--- config.mk ---
export PLATFORM = sky130hd
export DESIGN_NAME = serial_sub_flat
export DESIGN_NICKNAME = d
export VERILOG_FILES = /design/src/rtl/serial_sub_if.sv /design/src/rtl/serial_sub.sv /design/src/flat_wrapper.sv
export SDC_FILE = /design/constraint.sdc
export NUM_CORES = 1
export LEC_CHECK = 0
export CAP_MARGIN = 20
export CORE_UTILIZATION = 24
export DETAILED_ROUTE_END_ITERATION = 6
export DONT_BUFFER_PORTS = 1
export PLACE_DENSITY_LB_ADDON = 0.08
export SYNTH_ARGS = -nofsm -noshare
export SYNTH_HDL_FRONTEND = slang
export SYNTH_SLANG_ARGS = --single-unit
--- constraint.sdc ---
create_clock -name CLK -period 4.9 [get_ports CLK]
set_input_delay 0.98 -clock CLK [delete_from_list [all_inputs] [get_ports CLK]]
set_output_delay 0.98 -clock CLK [all_outputs]
set_load 0.005 [all_outputs]
--- src/rtl/serial_sub_if.sv ---
// Operand/result bundle for the bit-serial subtractor.
// The issuing controller (or bench) is the master; the subtractor is the slave.
interface serial_sub_if #(
    parameter int WIDTH = 16
);
    logic             Start;
    logic [WIDTH-1:0] A;
    logic [WIDTH-1:0] B;
    logic             Bin;
    logic             Busy;
    logic             Done;
    logic [WIDTH-1:0] Diff;
    logic             Bout;
    logic             Zero;
    logic             Neg;
    logic             Ovf;

    modport master (
        output Start, A, B, Bin,
        input  Busy, Done, Diff, Bout, Zero, Neg, Ovf
    );

    modport slave (
        input  Start, A, B, Bin,
        output Busy, Done, Diff, Bout, Zero, Neg, Ovf
    );
endinterface

--- src/rtl/serial_sub.sv ---
// Bit-serial A - B - Bin, one bit per clock LSB first, with a single borrow flop.
// Result flags are registered only at the completion edge and held across later runs.
module serial_sub #(
    parameter int WIDTH = 16
) (
    input  logic       CLK,
    input  logic       RST,
    serial_sub_if.slave bus
);
    localparam int CW = $clog2(WIDTH);

    localparam logic [1:0] S_IDLE = 2'd0;
    localparam logic [1:0] S_RUN  = 2'd1;
    localparam logic [1:0] S_DONE = 2'd2;

    logic [1:0]       state_q,  state_d;
    logic [CW-1:0]    count_q,  count_d;
    logic [WIDTH-1:0] sa_q,     sa_d;
    logic [WIDTH-1:0] sb_q,     sb_d;
    logic [WIDTH-1:0] sd_q,     sd_d;
    logic             borrow_q, borrow_d;
    logic             a_msb_q,  a_msb_d;
    logic             b_msb_q,  b_msb_d;
    logic [WIDTH-1:0] diff_q,   diff_d;
    logic             bout_q,   bout_d;
    logic             zero_q,   zero_d;
    logic             neg_q,    neg_d;
    logic             ovf_q,    ovf_d;

    logic             bit_a, bit_b, bit_d, borrow_next;
    logic [WIDTH-1:0] sd_next;
    logic             last_bit;

    assign bit_a       = sa_q[0];
    assign bit_b       = sb_q[0];
    assign bit_d       = bit_a ^ bit_b ^ borrow_q;
    assign borrow_next = (~bit_a & bit_b) | (~(bit_a ^ bit_b) & borrow_q);
    assign sd_next     = {bit_d, sd_q[WIDTH-1:1]};
    assign last_bit    = (count_q == CW'(WIDTH - 1));

    always_comb begin
        state_d  = state_q;
        count_d  = count_q;
        sa_d     = sa_q;
        sb_d     = sb_q;
        sd_d     = sd_q;
        borrow_d = borrow_q;
        a_msb_d  = a_msb_q;
        b_msb_d  = b_msb_q;
        diff_d   = diff_q;
        bout_d   = bout_q;
        zero_d   = zero_q;
        neg_d    = neg_q;
        ovf_d    = ovf_q;
        case (state_q)
            S_IDLE: begin
                if (bus.Start) begin
                    sa_d     = bus.A;
                    sb_d     = bus.B;
                    borrow_d = bus.Bin;
                    a_msb_d  = bus.A[WIDTH-1];
                    b_msb_d  = bus.B[WIDTH-1];
                    count_d  = '0;
                    state_d  = S_RUN;
                end
            end
            S_RUN: begin
                sa_d     = {1'b0, sa_q[WIDTH-1:1]};
                sb_d     = {1'b0, sb_q[WIDTH-1:1]};
                sd_d     = sd_next;
                borrow_d = borrow_next;
                count_d  = count_q + 1'b1;
                if (last_bit) begin
                    // Flags come from the fully assembled result, including this bit.
                    state_d = S_DONE;
                    diff_d  = sd_next;
                    bout_d  = borrow_next;
                    zero_d  = (sd_next == '0);
                    neg_d   = bit_d;
                    ovf_d   = (a_msb_q ^ b_msb_q) & (bit_d ^ a_msb_q);
                end
            end
            S_DONE:  state_d = S_IDLE;
            default: state_d = S_IDLE;
        endcase
    end

    always_ff @(posedge CLK) begin
        if (RST) begin
            state_q  <= S_IDLE;
            count_q  <= '0;
            sa_q     <= '0;
            sb_q     <= '0;
            sd_q     <= '0;
            borrow_q <= 1'b0;
            a_msb_q  <= 1'b0;
            b_msb_q  <= 1'b0;
            diff_q   <= '0;
            bout_q   <= 1'b0;
            zero_q   <= 1'b0;
            neg_q    <= 1'b0;
            ovf_q    <= 1'b0;
        end else begin
            state_q  <= state_d;
            count_q  <= count_d;
            sa_q     <= sa_d;
            sb_q     <= sb_d;
            sd_q     <= sd_d;
            borrow_q <= borrow_d;
            a_msb_q  <= a_msb_d;
            b_msb_q  <= b_msb_d;
            diff_q   <= diff_d;
            bout_q   <= bout_d;
            zero_q   <= zero_d;
            neg_q    <= neg_d;
            ovf_q    <= ovf_d;
        end
    end

    assign bus.Busy = (state_q == S_RUN);
    assign bus.Done = (state_q == S_DONE);
    assign bus.Diff = diff_q;
    assign bus.Bout = bout_q;
    assign bus.Zero = zero_q;
    assign bus.Neg  = neg_q;
    assign bus.Ovf  = ovf_q;
endmodule
--- src/flat_wrapper.sv ---
// flat-port wrapper written by rule: the top's interface ports become plain ports
module serial_sub_flat 
#(
    parameter int WIDTH = 16
)
  (CLK, RST, bus_Start, bus_A, bus_B, bus_Bin, bus_Busy, bus_Done, bus_Diff, bus_Bout, bus_Zero, bus_Neg, bus_Ovf);
  serial_sub_if #(.WIDTH(WIDTH)) bus_i ();
  input  logic CLK;
  input  logic RST;
  input wire logic [$bits(bus_i.Start)-1:0] bus_Start;
  input wire logic [$bits(bus_i.A)-1:0] bus_A;
  input wire logic [$bits(bus_i.B)-1:0] bus_B;
  input wire logic [$bits(bus_i.Bin)-1:0] bus_Bin;
  output wire logic [$bits(bus_i.Busy)-1:0] bus_Busy;
  output wire logic [$bits(bus_i.Done)-1:0] bus_Done;
  output wire logic [$bits(bus_i.Diff)-1:0] bus_Diff;
  output wire logic [$bits(bus_i.Bout)-1:0] bus_Bout;
  output wire logic [$bits(bus_i.Zero)-1:0] bus_Zero;
  output wire logic [$bits(bus_i.Neg)-1:0] bus_Neg;
  output wire logic [$bits(bus_i.Ovf)-1:0] bus_Ovf;
  assign bus_i.Start = bus_Start;
  assign bus_i.A = bus_A;
  assign bus_i.B = bus_B;
  assign bus_i.Bin = bus_Bin;
  assign bus_Busy = bus_i.Busy;
  assign bus_Done = bus_i.Done;
  assign bus_Diff = bus_i.Diff;
  assign bus_Bout = bus_i.Bout;
  assign bus_Zero = bus_i.Zero;
  assign bus_Neg = bus_i.Neg;
  assign bus_Ovf = bus_i.Ovf;
  serial_sub #(.WIDTH(WIDTH)) u_core (.CLK(CLK), .RST(RST), .bus(bus_i));
endmodule
# Word level (Yosys, flattened, before mapping)
# Index checks and enable logic that the tools add are counted.
# word_totals
input_bits,36
regBits,77
rom_bits,0
wordCells,47
mem_bits_rw,0
latchBits,0
mem_count,0
output_inout_bits,22
# op_classes
div_mod_pow,0
bitwise_logic,10
n_mux,11
shift,0
n_eq_ne,5
n_lt_le_gt_ge,0
multipliers,0
n_reduce_logical,7
n_addsub,1
# ops
operator,count
16-bit case mux with 2 select lines,2
16-bit two-way mux,2
16-bit logical NOT,1
4-bit case mux with 2 select lines,1
2-bit AND reduction,4
"4-bit by 1-bit adder with 4-bit output, second input constant",1
"4-bit equality test, second input constant",1
2-bit two-way mux,2
4-bit two-way mux,1
2-bit case mux with 2 select lines,1
1-bit bitwise XOR,4
1-bit bitwise AND,3
"2-bit by 1-bit equality test with 1-bit output, second input constant",1
"2-bit equality test, second input constant",1
2-bit logical NOT,1
"2-bit by 1-bit != test with 1-bit output, second input constant",1
"2-bit != test, second input constant",1
1-bit NOT,2
1-bit case mux with 2 select lines,1
2-bit nonzero test,1
1-bit two-way mux,1
1-bit bitwise OR,1

# Logic depth before layout (Yosys ltp)
# Gate-level depths: netlist of run 1.
# logic_depth
word_depth,5
mapped_depth,6
mapped_depth_nobuf,5

# Least setup slack after synthesis of run 1
# No wires, ideal clock.
# synth_timing
kind,input port to flip-flop
start,input bus_Start
end,register u_core.sa_q[14]
arrival_time_ns,1.741
n_path_buf,2
setup_time_ns,0.145
required_ns,4.755
stages,5
setup_slack_ns,3.014
cell_sequence,or3b_1 buf_4 buf_6 nand2_1 a311oi_2
# synth_between
elab_chain_cells,2
# synth_rtl
item,line,text
start: declaration,flat_wrapper.sv:10,input wire logic [$bits(bus_i.Start)-1:0] bus_Start;
2-bit != test (no source line),--,
2-bit AND reduction (no source line),--,
end signal: assignment,serial_sub.sv:92,sa_q <= '0;
end signal: assignment,serial_sub.sv:106,sa_q <= sa_d;
end: declaration,serial_sub.sv:18,"logic [WIDTH-1:0] sa_q, sa_d;"
# No other way between the ends.
# A chain may end at the register's enable or synchronous reset.

# Worst setup path after layout of run 1
# layout_timing
start,register u_core.state_q[0]
end,output bus_Busy
# layout_between
elab_chain_cells,1
# layout_rtl
item,line,text
start: declaration,serial_sub.sv:16,"logic [1:0] state_q, state_d;"
start signal: assignment,serial_sub.sv:104,state_q <= state_d;
2-bit by 1-bit equality test with 1-bit output,serial_sub.sv:120,assign bus.Busy = (state_q == S_RUN);
end: declaration,flat_wrapper.sv:14,output wire logic [$bits(bus_i.Busy)-1:0] bus_Busy;
# No other way between the ends.

==> results of run 1 <==
## synthesized netlist by cell type, drive strengths merged, types with 2 or more instances
master	count
a311oi	32
a21oi	42
nor2b	2
o21ai	17
inv	3
buf	24
nor2	33
dfxtp	75
clkbuf	11
nor4	4
nand3	20
nand2	100
## power by group
part	total, W	internal, W	leakage, nW	switching, W
Clock	0.000702	0.000436	0.148	0.000266
Combinational	0.000133	0.0000480	0.426	0.0000855
Sequential	0.000657	0.000640	0.612	0.0000176
## worst reg2reg max path, stage by stage (launching register included)
cell      delay [ns]
dfxtp_1         0.43
nand2b_4        0.42
buf_4           0.70
nor2_1          0.15
a311oi_2        0.27
## state kept, by name (all words and copies together) (netlist names)
register	cells
u_core.bus.Zero	1
u_core.state_q	2
u_core.sa_q	16
u_core.a_msb_q	1
u_core.borrow_q	1
u_core.bus.Diff	16
u_core.count_q	4
u_core.bus.Bout	1
u_core.b_msb_q	1
u_core.sb_q	16
u_core.sd_q	15
u_core.bus.Ovf	1
## cell families (layout without fill, tap and decap cells)
logic type      after synthesis  after routing
compound gates               97             97
fa+ha+maj                     2              2
buf+inv                      38             22
flops                        75             75
mux                           1              1
simple gates                167            167
## final timing paths
kind	startpoint	to	slack, ns
worst min register to register	u_core.sb_q[15]$_SDFFE_PP0P_	u_core.sb_q[15]$_SDFFE_PP0P_	0.46
worst max register to register	u_core.state_q[1]$_SDFFE_PP0P_	u_core.sa_q[5]$_SDFFE_PP0P_	2.83
worst min-delay path	u_core.sb_q[15]$_SDFFE_PP0P_	u_core.sb_q[15]$_SDFFE_PP0P_	0.46
worst max-delay path	u_core.state_q[0]$_SDFFE_PP0P_	bus_Busy	2.15
## area by class of cell
class | count | area, um2
multi-input cells | 267 | 1560
fillers | 1469 | 9720
clock buffers | 13 | 270
well taps | 176 | 220
repair buffers | 3 | 22.5
inverters | 3 | 11.3
flip-flops and latches | 75 | 1500
clock inverters | 3 | 45.0
## stage by stage
step | total power [W] | hold slack (ns) | instance area, um2
after floorplan | 0.000802 | 0.436 | 3300
after global routing | 0.00157 | 0.478 | 3630
final | 0.00149 | 0.456 | 3630
after CTS | 0.00152 | 0.454 | 3630
after global placement | 0.000807 | 0.444 | 3320
after detailed placement | 0.000807 | 0.446 | 3320
## routing by layer
layer | part of all wire, % | vias up | GRT usage [%]
met5 | 0 | - | 0
met4 | 1.3 | 0 | 4.51
met3 | 5.5 | 7 | 4.93
met2 | 46 | 52 | 19.4
met1 | 47 | 1226 | 16.3
li1 | - | 1279 | -
==> qor.yml, run 1 <==
setup_path:
  cp_top_family: "buffers and inverters"
  critPathMaxFanout: 41
  cpPeakStageDelay_ns: 0.62
  setup.worst_path.start_class: "flop"
  ff2ff_path_depth: 4
  crit_chain: "nand2b_4 -> inv_2"
  cp_slowest_cell: "inv_2"
  worst-path-buf-inv: 1
  endpoint_kind: "primary output"
  cp.arrival_ns: 1.77
  worstSetupPathType: "flop to primary output"
  required_ns: 3.92
  worst-path-stages: 2
logic_synthesis:
  async_flop_share_pct: 0
  yosysWarnings: 0
  synth_seq_cells: 75
  syn_inst: 380
  synth-compound-area-share_pct: 24.5
  syn_nets: 418
  synth-xor-area-share_pct: 0
  synth_area_per_cell_um2: 8.69
  synth_area_um2: 3300
  synthTopCellsByArea: "dfxtp_1, a311oi_2, nand2_1, a21oi_1, nor2_1"
  ys_types: 35
  synth_fa_ha_area_share_pct: 0.986
  synth_top_family_by_area: "compound AO/OA/AOI/OAI gates"
  synth_flop_cell: "dfxtp_1"
  synthSimpleGateAreaFrac_pct: 21.3
  netlist.area_leader.share_pct: 45.5
  synth_edf_count: 0
  synth_top_cell_by_area: "dfxtp_1"
  synth_mux_area_share_pct: 0.303
  ys_seq_area_share_pct: 45.5
placement:
  gp_congestion: 0.665
  io_buffers: 0
  preCtsSetupSlack_ns: 2.48
  dp_cells: 524
  dpl.hpwl_um: 4890
final_layout:
  finalNetCount: 397
  antenna_cells: 0
  drive_gt1_share_pct: 14.0
  layout_commonest_cell: "nand2_1"
  area_growth_pct: 10.0
  final_cell_mix: "nand2_1, dfxtp_1, a21oi_1"
  final_util_pct: 27.2
  instances_no_fill: 540
power_and_ir_drop:
  ir_drop_uv: 180
  p_per_area_nw_per_um2: 411
  power.leakage_nw: 1.19
clock_network:
  cts.repair.resized: 0
  clk_pin_slew_ns: 0.06
  cts_setup_buffers: 0
  clk_latency_ns: 0.34
  cts_buffers: 9
  cts_max_level: 3
  cts_sinks: 75
  tritoncts: "built"
  clockBufferDepth: 2
  cts_hold_buf: 0
  cts_root_buf: "clkbuf_16"
routing:
  vias: 2564
  drt-wirelength-per-cell_um: 15.4
  drtAntennaViolNets: 0
  wirelength_um: 8290
  drc_errors: 0
  drt-initial-drc-count: 175
  drt_pass1_iterations: 4
  viasPerCell: 4.75
run_status:
  status: "completed"
floorplan:
  die_y_um: 119
  die-area_um2: 14200
  start_util_pct: 24.7
  num_io_pins: 58
  fp-row-count: 42
  core_um2: 13300
  fp.dieW_um: 119
timing:
  finalSetupViolations: 0
  max_freq_ghz: 0.364
  hold_viol: 0
  setup_tns_ns: 0
  post-route-period-util_pct: 56.1
  slew_headroom_pct: 43.7
  fin_skew_ns: 0.00611
  fin_ws_ns: 2.15
  min_period_ns: 2.75
  rsz0062_at_grt: "false"
  tightest_slew_ns: 0.842
  slew_viol_final: 0
flow_run:
  drv_cap: 0
global_routing:
  grt_pass1_wl_um: 13900
  grt_util_all_layers_pct: 12.8
  grt_max_degree: 77
  grt_antenna_before_repair: 0
  gr-total-overflow: 0
  grt_pass1_vias: 2627
worst_hold_path:
  min_path_cells: 2
  hp-class: "flop to flop"
Note: power is estimated with default switching activity, not from simulation.
==> run 2, diff against run 1 <==
==> constraint.sdc (replaced) <==
create_clock -name CLK -period 2.8 [get_ports CLK]
set_input_delay 0.56 -clock CLK [delete_from_list [all_inputs] [get_ports CLK]]
set_output_delay 0.56 -clock CLK [all_outputs]
set_load 0.005 [all_outputs]
==> run 2 against run 1 <==
Compared with the run above: sequential share of layout area fell by 0.27 points; cell area rose by 0.65%; hold slack got worse by 0.17 ns; setup slack got worse by 1.2 ns; clock power rose by 67%; non-clock buffer count rose by 4; flip-flop and latch count did not move; utilization rose by 0.18 points; via count rose by 0.86%; register-to-register slack got worse by 1.9 ns; routed wire length rose by 0.80%; first-iteration DRC count fell by 4.6%; highest routed layer unchanged.
==> qor.yml, run 2 (synthesis results as in run 1) <==
run_status:
  status: "completed"
setup_path:
  endpoint_kind: "flop"
  crit_chain: "ha_1 -> nand3_1 -> o21ai_0 -> o41ai_2"
  setup.worst_path.start_class: "flop"
  cp.arrival_ns: 2.05  # +0.28 ns
  cp_top_family: "compound AO/OA/AOI/OAI gates"
  cpPeakStageDelay_ns: 0.55  # -0.07 ns
  ff2ff_path_depth: 4  # unchanged
  regToRegStartpoint: "u_core.count_q[0]$_SDFFE_PP0P_"
  critPathMaxFanout: 20  # -51%
  cp_slowest_cell: "nand3_1"
  rrSetupSlack_ns: 0.96  # -1.87 ns
  worst-path-buf-inv: 0  # -1
  required_ns: 3.01  # -0.91 ns
  worstSetupPathType: "flop to flop"
  timing.rr.end: "u_core.bus.Zero$_SDFFE_PP0P_"
clock_network:
  clk_latency_ns: 0.34  # about the same
  cts.repair.resized: 0  # unchanged
  cts_buffers: 9  # unchanged
  cts_setup_buffers: 0  # unchanged
  tritoncts: "built"
  clk_pin_slew_ns: 0.06  # about the same
  cts_max_level: 3  # unchanged
  cts_sinks: 75  # unchanged
  cts_hold_buf: 0  # unchanged
  clockBufferDepth: 2  # unchanged
  cts_root_buf: "clkbuf_16"
power_and_ir_drop:
  switching_share_pct: 25.0  # +0.31 points
  switchingPower_w: 0.000642  # +74%
  intPower_w: 0.00193  # +71%
  power_frac_comb_pct: 9.6  # +0.7 points
  p_per_area_nw_per_um2: 702  # +71%
  seqPwrFrac_pct: 44.9  # +0.9 points
  clockPowerShare_pct: 45.6  # -1.4 points
  ir_drop_uv: 285  # +59%
  power.leakage_nw: 1.20  # +1.4%
global_routing:
  grt_antenna_before_repair: 0  # unchanged
  gr-usage-met3_pct: 5.12  # +0.19 points
  groute.layer.met2.usage_pct: 19.6  # +0.22 points
  grt_max_degree: 100  # +30%
  grt_pass1_wl_um: 13700  # -1.6%
  gr-total-overflow: 0  # unchanged
  grt_pass1_vias: 2548  # -3.0%
  grt_util_all_layers_pct: 12.5  # -0.31 points
  grt-busiest-layer: "met2"
  met1_usage_pct: 15.4  # -0.92 points
final_layout:
  fillers: 1480  # +0.75%
  finalNetCount: 401  # +1.0%
  area_growth_pct: 10.7
  instances_no_fill: 544  # +0.74%
  layout_commonest_cell: "nand2_1"
  drive_gt1_share_pct: 14.7  # +0.66 points
  final_util_pct: 27.4  # +0.18 points
  final_cell_mix: "nand2_1, dfxtp_1, a21oi_1"
  finalInstanceArea_um2: 3650  # +0.65%
  antenna_cells: 0  # unchanged
  multi_input_area_um2: 1560  # unchanged
  register_area_um2: 1500  # unchanged
routing:
  viasPerCell: 4.75  # +0.12%
  drt-wirelength-per-cell_um: 15.4  # about the same
  wirelength_um: 8360  # +0.80%
  vias: 2586  # +0.86%
  drt-initial-drc-count: 167  # -4.6%
  drtAntennaViolNets: 0  # unchanged
  drt_pass1_iterations: 4  # unchanged
  drc_errors: 0  # unchanged
worst_hold_path:
  min_path_cells: 1  # -1
  hp-class: "input pin to flop"
  worstHoldStart: "RST"
  hold_end: "u_core.sb_q[12]$_SDFFE_PP0P_"
floorplan:
  die-area_um2: 14200  # unchanged
  num_io_pins: 58  # unchanged
  core_um2: 13300  # unchanged
  start_util_pct: 24.7  # unchanged
  fp.dieW_um: 119  # unchanged
  die_y_um: 119  # unchanged
  fp-row-count: 42  # unchanged
placement:
  preCtsSetupSlack_ns: 0.968  # -1.51 ns
  dpl.hpwl_um: 5100  # +4.4%
  placed_area_um2: 3360  # +1.3%
  io_buffers: 0  # unchanged
  dp_cells: 528  # +0.76%
  gp_congestion: 0.666  # +0.12%
timing:
  post-route-period-util_pct: 65.7
  finalSetupViolations: 0  # unchanged
  slew_headroom_pct: 49.2  # +5.4 points
  fin_ws_ns: 0.961  # -1.19 ns
  rsz0062_at_grt: "false"
  slew_viol_final: 0  # unchanged
  min_period_ns: 1.84
  max_freq_ghz: 0.544
  hold_viol: 0  # unchanged
  tightest_slew_ns: 0.761  # -0.0815 ns
  setup_tns_ns: 0  # unchanged
  fin_skew_ns: 0.00682  # +0.000708 ns
flow_run:
  drv_cap: 0  # unchanged
## run 2: area by class of cell
cell class,count,area share (%)
inverter,3,0.308
tap,176,6.03
clock buffer,12,6.74
sequential,75,41.1
timing repair buffer,7,1.78
multi-input combinational,267,42.7
clock inverter,4,1.37
## run 2: how the worst max path moves through the flow
stage,from,to,cells after the start
2_1_floorplan,u_core.borrow_q$_SDFFE_PP0P_,u_core.bus.Zero$_SDFFE_PP0P_,5
3_3_place_gp,u_core.borrow_q$_SDFFE_PP0P_,u_core.bus.Zero$_SDFFE_PP0P_,5
3_5_place_dp,u_core.count_q[0]$_SDFFE_PP0P_,u_core.bus.Zero$_SDFFE_PP0P_,4
4_1_cts,u_core.borrow_q$_SDFFE_PP0P_,u_core.bus.Zero$_SDFFE_PP0P_,5
5_1_grt,u_core.count_q[0]$_SDFFE_PP0P_,u_core.bus.Diff[8]$_SDFFE_PP0P_,4
6_report,u_core.count_q[0]$_SDFFE_PP0P_,u_core.bus.Zero$_SDFFE_PP0P_,4
## run 2: metrics by stage
stage	total power [W]	hold WS, ns
final	0.00257	0.291
after CTS	0.00262	0.272
after global placement	0.00142	0.441
after global routing	0.00269	0.271
after floorplan	0.00140	0.436
after detailed placement	0.00142	0.448
## run 2: power by group through the flow
| stage | Clock, W | Sequential (W) | Combinational (W) |
|---|---|---|---|
| 2_1_floorplan | 0 | 0.00116 | 0.000239 |
| 3_3_place_gp | 0 | 0.00117 | 0.000246 |
| 3_5_place_dp | 0 | 0.00117 | 0.000249 |
| 4_1_cts | 0.00122 | 0.00115 | 0.000251 |
| 5_1_grt | 0.00126 | 0.00116 | 0.000274 |
| 6_report | 0.00117 | 0.00115 | 0.000246 |
## run 2: worst reg2reg max path: cells and delay by family, from the launching register on
kind | cells | cell delay [ns]
DFF | 1 | 0.36
adders and majority gates | 1 | 0.22
and+or+nand+nor | 1 | 0.55
AOI/OAI and AO/OA | 2 | 0.58
## run 2: per-layer routing
metal  up-vias  share of wire (%)
li1       1292                  -
met1      1230                 47
met2        54                 45
met3        10                5.9
met4         0                1.4
met5         -                  0
==> run 3, diff against run 2 <==
==> constraint.sdc (replaced) <==
create_clock -name CLK -period 1.68 [get_ports CLK]
set_input_delay 0.336 -clock CLK [delete_from_list [all_inputs] [get_ports CLK]]
set_output_delay 0.336 -clock CLK [all_outputs]
set_load 0.005 [all_outputs]
==> run 3 against run 2 <==
Compared with the run above: clock skew about the same; final cell count increased by 1.5%; flip-flop and latch count unchanged; clock power increased by 96%; routed wire length decreased by 1.8%; first-iteration DRC count decreased by 26%; critical path depth decreased by 1; non-clock buffer count increased by 8; die area unchanged; sequential share of layout area decreased by 1.7 points; largest cell class unchanged; largest power group unchanged; highest routed layer unchanged.
==> qor.yml, run 3 (synthesis results as in run 1) <==
timing:
  slew_headroom_pct: 68.9  # +20 points
  hold_viol: 0  # unchanged
  holdWs_ns: 0.0535  # -0.237 ns
  min_period_ns: 1.57
  max_freq_ghz: 0.637
  fin_ws_ns: 0.111  # -0.850 ns
  fin_skew_ns: 0.00669  # -0.000124 ns
  slew_viol_final: 0  # unchanged
  setup_tns_ns: 0  # unchanged
  finalSetupViolations: 0  # unchanged
  rsz0062_at_grt: "false"
  tightest_slew_ns: 0.466  # -0.295 ns
  post-route-period-util_pct: 93.4
final_layout:
  finalInstanceArea_um2: 3820  # +4.5%
  instances_no_fill: 552  # +1.5%
  fillers: 1459  # -1.4%
  area_growth_pct: 15.7
  antenna_cells: 0  # unchanged
  finalNetCount: 409  # +2.0%
  drive_gt1_share_pct: 18.1  # +3.4 points
  final_cell_mix: "nand2_1, dfxtp_1, a21oi_1"
  layout_commonest_cell: "nand2_1"
setup_path:
  critPathMaxFanout: 23  # +15%
  required_ns: 1.34  # -1.67 ns
  cp.arrival_ns: 1.23  # -0.82 ns
  worstSetupPathType: "flop to primary output"
  endpoint_kind: "primary output"
  setup.worst_path.start_class: "flop"
floorplan:
  fp.dieW_um: 119  # unchanged
  die-area_um2: 14200  # unchanged
  start_util_pct: 24.7  # unchanged
  die_y_um: 119  # unchanged
  core_um2: 13300  # unchanged
  num_io_pins: 58  # unchanged
  fp-row-count: 42  # unchanged
power_and_ir_drop:
  switching_share_pct: 24.4  # -0.59 points
  power.leakage_nw: 1.28  # +6.7%
  ir_drop_uv: 457  # +60%
  p_per_area_nw_per_um2: 1220  # +73%
  power_frac_comb_pct: 9.5  # about the same
  seqPwrFrac_pct: 41.2  # -3.7 points
  intPower_w: 0.00352  # +83%
  clockPowerShare_pct: 49.2  # +3.6 points
  switchingPower_w: 0.00114  # +77%
routing:
  drc_errors: 0  # unchanged
  drt-initial-drc-count: 124  # -26%
  vias: 2591  # +0.19%
  wirelength_um: 8200  # -1.8%
  drt_pass1_iterations: 4  # unchanged
  drtAntennaViolNets: 0  # unchanged
  drt-wirelength-per-cell_um: 14.9  # -3.3%
  viasPerCell: 4.69  # -1.3%
global_routing:
  gr-usage-met3_pct: 5.89  # +0.77 points
  met1_usage_pct: 15.6  # +0.18 points
  groute.layer.met2.usage_pct: 18.1  # -1.5 points
  grt_pass1_wl_um: 13300  # -2.8%
  grt_max_degree: 77  # -23%
  grt_antenna_before_repair: 0  # unchanged
  grt_pass1_vias: 2433  # -4.5%
  grt-busiest-layer: "met2"
  gr-total-overflow: 0  # unchanged
  grt_util_all_layers_pct: 12.3  # -0.17 points
clock_network:
  cts_max_level: 3  # unchanged
  clk_pin_slew_ns: 0.06  # about the same
  clk_latency_ns: 0.35  # about the same
  cts_setup_buffers: 0  # unchanged
  cts_buffers: 9  # unchanged
  cts_root_buf: "clkbuf_16"
  clockBufferDepth: 2  # unchanged
  cts_sinks: 75  # unchanged
  tritoncts: "built"
run_status:
  status: "completed"
placement:
  placed_area_um2: 3460  # +2.9%
  io_buffers: 0  # unchanged
  gp_congestion: 0.644  # -3.3%
  dpl.hpwl_um: 5320  # +4.2%
  preCtsSetupSlack_ns: -0.0572  # -1.03 ns
  dp_cells: 536  # +1.5%
flow_run:
  drv_cap: 0  # unchanged
worst_hold_path:
  hp-class: "input pin to flop"
[run 3: worst paths after layout]
check / depth (start not counted) / slack [ns] / from / to
setup / recovery: 3 / 0.11 / u_core.state_q[1]$_SDFFE_PP0P_ / bus_Busy
hold / removal: 1 / 0.05 / RST / u_core.sa_q[2]$_SDFFE_PP0P_
setup reg to reg: 6 / 0.13 / u_core.borrow_q$_SDFFE_PP0P_ / u_core.bus.Ovf$_SDFFE_PP0P_
hold reg to reg: 2 / 0.45 / u_core.sa_q[15]$_SDFFE_PP0P_ / u_core.sa_q[15]$_SDFFE_PP0P_
[run 3: metrics by stage]
stage | utilization, % | total power (W)
6_report | 28.6 | 0.00465
5_1_grt | 28.6 | 0.00487
4_1_cts | 28.6 | 0.00473
3_5_place_dp | 25.9 | 0.00240
3_3_place_gp | 25.9 | 0.00240
2_1_floorplan | - | 0.00234
[run 3: power groups by stage]
stage | registers, W | clock network [W] | logic, W
finish | 0.00192 | 0.00229 | 0.000444
CTS | 0.00192 | 0.00237 | 0.000453
global route | 0.00193 | 0.00245 | 0.000496
global placement | 0.00195 | 0 | 0.000448
detailed placement | 0.00195 | 0 | 0.000449
floorplan | 0.00194 | 0 | 0.000399
[run 3: final cells by class]
cell class	count	area [um2]	share of cell area, %
multi-input combinational	267	1570	41.1
sequential	75	1500	39.4
clock buffer	9	225	5.90
tap	176	220	5.77
timing repair buffer	15	163	4.26
clock inverter	7	124	3.24
inverter	3	13.8	0.360
[run 3: per-layer routing]
layer  share of wire (%)  vias to the layer above  routed length [um]
met5                   0                        -                   0
met4                 1.3                        0                 107
met3                 6.5                        8                 536
met2                  46                       41                3750
met1                  47                     1236                3820
li1                    -                     1306                   -
[run 3: worst max-delay path: stages, from the launching register on]
cell and delay (ns):
dfxtp_2 0.35, nand2b_4 0.19, inv_4 0.16, buf_12 0.18
[run 3: what timing repair did]
| item | CTS | global route |
|---|---|---|
| pin swaps | 1 | 0 |
| endpoints found under the setup margin | 2 | 2 |
| hold buffers | 0 | 0 |
| resized for setup | 2 | 3 |
